$ cat config.mk
export PLATFORM = sky130hd
export DESIGN_NAME = pc_fetch_sequencer
export DESIGN_NICKNAME = d
export VERILOG_FILES = /design/src/rtl/pc_fetch_sequencer.sv
export SDC_FILE = /design/constraint.sdc
export NUM_CORES = 1
export LEC_CHECK = 0
export BUFFER_PORTS_ARGS = -buffer_cell sky130_fd_sc_hd__buf_2
export CORE_MARGIN = 1
export CORE_UTILIZATION = 54
export CTS_BUF_LIST = sky130_fd_sc_hd__clkbuf_8
export DETAILED_ROUTE_END_ITERATION = 10
export PLACE_DENSITY = 0.93
export SETUP_SLACK_MARGIN = 0.02
export SLEW_MARGIN = 20
export SYNTH_ARGS = -nofsm -noshare
export SYNTH_HDL_FRONTEND = slang
export SYNTH_SLANG_ARGS = --single-unit
$ cat constraint.sdc
create_clock -name clk -period 3.2 [get_ports clk]
set_input_delay 0.48 -clock clk [delete_from_list [all_inputs] [get_ports clk]]
set_output_delay 0.48 -clock clk [all_outputs]
set_load 0.02 [all_outputs]
$ cat src/rtl/pc_fetch_sequencer.sv
// rtl/pc_fetch_sequencer.sv - fetch-stage PC and instruction-memory sequencer
//
// Purpose: decides each cycle whether the PC register is written (reset
// vector, sequential PC + 4 or redirect target), issues one instruction-memory
// request at a time and holds the returned instruction until decode takes it.
//
// Optional feature macro: PC_MISALIGN_TRAP_EN (redirects with bit 1 set go to
// TRAP_VECTOR and pulse misalign_fault).
//
// Ports:
//   clk, reset                    clock, synchronous active-low reset
//   pc_cur / pc_en / pc_next      PC register read value, write enable, write data
//   redirect_valid/_target        branch/jump redirect pulse and address
//   imem_req/_addr/_ready         request handshake to instruction memory
//   imem_rvalid/_rdata            instruction memory read response
//   if_valid/_pc/_instr/if_ready  held instruction towards decode
//   misalign_fault                one-cycle pulse on a trapped redirect
module pc_fetch_sequencer #(
    parameter int                   ADDR_SIZE    = 32,
    parameter logic [ADDR_SIZE-1:0] RESET_VECTOR = '0,
    parameter logic [ADDR_SIZE-1:0] TRAP_VECTOR  = ADDR_SIZE'(4)
) (
    input  logic                 clk,
    input  logic                 reset,
    input  logic [ADDR_SIZE-1:0] pc_cur,
    output logic                 pc_en,
    output logic [ADDR_SIZE-1:0] pc_next,
    input  logic                 redirect_valid,
    input  logic [ADDR_SIZE-1:0] redirect_target,
    output logic                 imem_req,
    output logic [ADDR_SIZE-1:0] imem_addr,
    input  logic                 imem_ready,
    input  logic                 imem_rvalid,
    input  logic [31:0]          imem_rdata,
    output logic                 if_valid,
    output logic [ADDR_SIZE-1:0] if_pc,
    output logic [31:0]          if_instr,
    input  logic                 if_ready,
    output logic                 misalign_fault
);

    localparam logic [1:0] ST_IDLE = 2'd0;
    localparam logic [1:0] ST_REQ  = 2'd1;
    localparam logic [1:0] ST_RESP = 2'd2;
    localparam logic [1:0] ST_HOLD = 2'd3;

    logic [1:0]           state_q, state_d;
    logic                 pend_v_q, pend_v_d;
    logic [ADDR_SIZE-1:0] pend_addr_q, pend_addr_d;
    logic [ADDR_SIZE-1:0] if_pc_q, if_pc_d;
    logic [31:0]          if_instr_q, if_instr_d;

    logic [ADDR_SIZE-1:0] redir_now;
    logic [ADDR_SIZE-1:0] redir_val;
    logic [ADDR_SIZE-1:0] redir_pc;
    logic                 redir_trap;

    logic                 pc_en_c;
    logic [ADDR_SIZE-1:0] pc_next_c;
    logic                 req_c;
    logic                 valid_c;
    logic                 fault_c;

    always_comb begin
        // Halfword-aligned redirect value; a live redirect beats the stored one.
        redir_now = redirect_target & ~ADDR_SIZE'(1);
        redir_val = redirect_valid ? redir_now : pend_addr_q;
`ifdef PC_MISALIGN_TRAP_EN
        redir_trap = redir_val[1];
`else
        redir_trap = 1'b0;
`endif
        redir_pc = redir_trap ? TRAP_VECTOR : redir_val;

        state_d     = state_q;
        pend_v_d    = pend_v_q;
        pend_addr_d = pend_addr_q;
        if_pc_d     = if_pc_q;
        if_instr_d  = if_instr_q;
        pc_en_c     = 1'b0;
        pc_next_c   = '0;
        req_c       = 1'b0;
        valid_c     = 1'b0;
        fault_c     = 1'b0;

        case (state_q)
            ST_IDLE: begin
                pc_en_c   = 1'b1;
                pc_next_c = RESET_VECTOR;
                state_d   = ST_REQ;
            end
            ST_REQ: begin
                // The request stays up even if a redirect arrives; the redirect
                // is remembered and applied when the response comes back.
                req_c = 1'b1;
                if (redirect_valid) begin
                    pend_v_d    = 1'b1;
                    pend_addr_d = redir_now;
                end
                if (imem_ready) begin
                    state_d = ST_RESP;
                end
            end
            ST_RESP: begin
                if (imem_rvalid) begin
                    if (redirect_valid || pend_v_q) begin
                        pc_en_c   = 1'b1;
                        pc_next_c = redir_pc;
                        fault_c   = redir_trap;
                        pend_v_d  = 1'b0;
                        state_d   = ST_REQ;
                    end else begin
                        if_instr_d = imem_rdata;
                        if_pc_d    = pc_cur;
                        state_d    = ST_HOLD;
                    end
                end else if (redirect_valid) begin
                    pend_v_d    = 1'b1;
                    pend_addr_d = redir_now;
                end
            end
            ST_HOLD: begin
                // A redirect squashes the held instruction in the same cycle.
                valid_c = !redirect_valid;
                if (redirect_valid) begin
                    pc_en_c   = 1'b1;
                    pc_next_c = redir_pc;
                    fault_c   = redir_trap;
                    state_d   = ST_REQ;
                end else if (if_ready) begin
                    pc_en_c   = 1'b1;
                    pc_next_c = pc_cur + ADDR_SIZE'(4);
                    state_d   = ST_REQ;
                end
            end
            default: begin
                state_d = ST_IDLE;
            end
        endcase
    end

    always_ff @(posedge clk) begin
        if (!reset) begin
            state_q     <= ST_IDLE;
            pend_v_q    <= 1'b0;
            pend_addr_q <= '0;
            if_pc_q     <= '0;
            if_instr_q  <= '0;
        end else begin
            state_q     <= state_d;
            pend_v_q    <= pend_v_d;
            pend_addr_q <= pend_addr_d;
            if_pc_q     <= if_pc_d;
            if_instr_q  <= if_instr_d;
        end
    end

    // Every output is forced low while reset is asserted.
    assign pc_en          = reset & pc_en_c;
    assign pc_next        = reset ? pc_next_c : '0;
    assign imem_req       = reset & req_c;
    assign imem_addr      = reset ? pc_cur : '0;
    assign if_valid       = reset & valid_c;
    assign if_pc          = reset ? if_pc_q : '0;
    assign if_instr       = reset ? if_instr_q : '0;
    assign misalign_fault = reset & fault_c;

endmodule

==> run_results.csv <==
group,metric,value,unit
run_status,status,"completed",
grt,antenna_found_initial,1,
synth,syn_avg_cell_area,7.64,um2
layout,final_area,7160,um2
floorplanning,start_util,55.4,%
worst_setup_path,cp_num_buf_inv,1,
synth,synth_top_area_share,34.9,%
min_path,hp-start,"imem_rdata[10]",
min_path,whs_path_depth,3,
worst_setup_path,rr_worst_depth,7,
synth,async_flop_share,0,%
placed_design,routabilityCongestion,0.867,
grt,first_global_vias,5206,
layout,drive_gt1_share,29.5,%
synth,synth_edf_count,0,
detailed_routing,drcViolationCount,0,
clocking,cts-root-buf,"clkbuf_8",
worst_setup_path,cp_max_fo,6,
placed_design,placed_cell_area,6880,um2
power,max-vdd-ir-drop,0.258,mV
synth,syn_nets,849,
power,power_density,392,nW/um2
floorplanning,die_w,104,um
timing,setup_ws,0.176,ns
clocking,cts.sinks,99,
timing,setup_viol,0,
synth,synth.top_cells.by_area,"dfxtp_1 (35%), nand2_1 (13%), a21boi_1 (13%)",
timing,max_freq,331,MHz
min_path,min_to,"if_instr_q[10]$_SDFFE_PN0P_",
synth,synth-seq-area-share,34.9,%
worst_setup_path,critPathTopFamily,"simple AND/OR/NAND/NOR gates",
clocking,cts_resized,0,
floorplanning,pin_count,234,
clocking,h-tree-depth,3,
worst_setup_path,crit_path_cell_trace,"ha_1, nand2_1, nor3b_2, nor2b_2, a32oi_1, o21ai_1, buf_2",
timing,hold_viol_final,0,
placed_design,port_buffers,231,
synth,mappedNetlistArea,5670,um2
grt,overflow,0,
layout,fillerInstances,857,
synth,yosys-top-cells-count,"nand2_1 (203), and2_1 (101), dfxtp_1 (99)",
timing,rsz0062_at_grt,"false",
floorplanning,die_area,10900,um2
worst_setup_path,reg2reg_from,"state_q[0]$_SDFFE_PN0P_",
clocking,cts_setup_buffers,0,
worst_setup_path,cp-end-kind,"output pin",
detailed_routing,drt_iter0_drc,371,
synth,synth-main-ff-cell,"dfxtp_1",
synth,yosys_warnings,0,
grt,grt_first_pass_wirelength,25.6,mm
worst_setup_path,crit_slowest_cell,"nor3b_2",
flow_run,maxCapViolCount,0,
worst_setup_path,cp.required,2.72,ns
clocking,clk_latency,0.36,ns
worst_setup_path,cp-start-kind,"flop",
detailed_routing,drtAntennaViolNets,0,
detailed_routing,vias,5849,
layout,area_growth,26.2,%
synth,yosysUniqueCellTypes,44,
timing,max_slew_margin,54.9,%
synth,ys_ff_latch,99,
grt,track_usage,29.1,%
worst_setup_path,reg2reg_to,"pend_addr_q[26]$_SDFFE_PN0P_",
floorplanning,die_h,104,um
detailed_routing,viasPerCell,5.42,
timing,fin_setup_tns,0,ns
layout,nNetsFinal,1044,
layout,final_cells,1079,
floorplanning,rows,37,
worst_setup_path,slowest_delay,0.45,ns
synth,synth_most_common_cell,"nand2_1",
clocking,cts_tree,"yes",
timing,tightestPinTransition,0.676,ns
grt,grt_max_degree,87,
synth,postSynthCellCount,742,
timing,clock-skew-final,0.00846,ns
synth,synth_area_leader_cell,"dfxtp_1",
detailed_routing,wl,16.1,mm
placed_design,placed_cells,1062,
power,leakagePower,0.00313,uW
detailed_routing,dr.pass1.iters,7,
clocking,hold_buffers,0,
worst_setup_path,worstPathArrival,2.54,ns
timing,min_period,3.02,ns
clocking,clock_path_buffers,2,
detailed_routing,wl_per_cell,14.9,um
placed_design,place_hpwl,11.3,mm
clocking,cts_buffers,9,
floorplanning,core_area,10200,um2
worst_setup_path,path_class,"reg2out",
clocking,cts.clk_slew.worst_paths,0.10,ns
timing,finalMaxSlewViolations,0,
placed_design,place_ws,0.500,ns
min_path,hold_class,"in2reg",
timing,timing.final.crit_share,94.5,%
worst_setup_path,reg2reg_slack,1.05,ns
cell type report:
class,count,area [um2],share of cell area (%)
multi-input cells,575,3430,47.9
flip-flops and latches,99,1980,27.7
repair buffers,243,1270,17.8
well taps,136,170,2.38
clock buffers,10,138,1.92
clock inverters,6,134,1.87
inverters,9,33.8,0.472
diodes,1,2.50,0.0350
through the flow:
step           util [%]  total power [uW]  hold slack, ns
2_1_floorplan         -              1590           0.430
3_3_place_gp       67.3              1760           0.436
3_5_place_dp       67.3              1770           0.440
4_1_cts            69.9              2830           0.320
5_1_grt            70.0              2930           0.326
6_report           70.0              2810           0.338
registers in the layout, indices dropped and copies added, names as in the netlist:
signal and count:
if_instr_q 32, if_pc_q 32, pend_addr_q 32, state_q 2, pend_v_q 1
worst max path at each step:
stage	from	endpoint	slack (ns)	depth (start not counted)
final	state_q[1]$_SDFFE_PN0P_	pc_next[29]	0.18	7
after detailed placement	state_q[0]$_SDFFE_PN0P_	pc_next[29]	0.50	8
after floorplan	state_q[0]$_SDFFE_PN0P_	pc_next[10]	0.96	8
after CTS	state_q[0]$_SDFFE_PN0P_	pc_next[29]	0.08	8
after global routing	state_q[1]$_SDFFE_PN0P_	pc_next[30]	0.02	7
after global placement	state_q[1]$_SDFFE_PN0P_	pc_next[29]	0.51	7
cells by family after synthesis:
group                      share of synthesized area [%]
AOI/OAI and AO/OA                                   22.1
xor gates and xnor gates                            4.32
adders and majority gates                           1.10
buffers and inverters                               4.96
DFF                                                 34.9
muxes                                              0.949
other                                             0.0661
and+or+nand+nor                                     31.6
layer usage:
layer	vias to the layer above	routed length, um	GRT usage (%)
li1	2869	-	-
met1	2703	6880	36.6
met2	249	7860	49.6
met3	28	1040	4.32
met4	0	319	12.0
met5	-	0	0
report_power, final:
part / switching (uW) / internal [uW]
clock network: 440 / 621
registers: 25.4 / 1270
logic: 275 / 173
tightest hold or removal path, cell delays in order:
cell and delay (ns):
buf_2 0.09, nand2_1 0.04, a21boi_1 0.05
cell usage in the layout, fill, tap and decap left out, types with 4 or more instances in the layout:
cell type  instances
nand2_1          202
and3_1             4
a222oi_1           4
nand4_1           12
xor2_1            22
ha_1               5
inv_1              9
buf_4             11
a22oi_1           24
nor2_1            17
buf_2            230
dfxtp_1           99
nand3_1           12
a21boi_1          95
bufinv_16          4
o21ai_0            6
o21ai_1            6
o22ai_2            5
and2_1           101
and4_1             4
clkbuf_8          10
a32oi_1            5
o22ai_1           12
xnor2_1            6
Power figures use the tool's default switching activity.
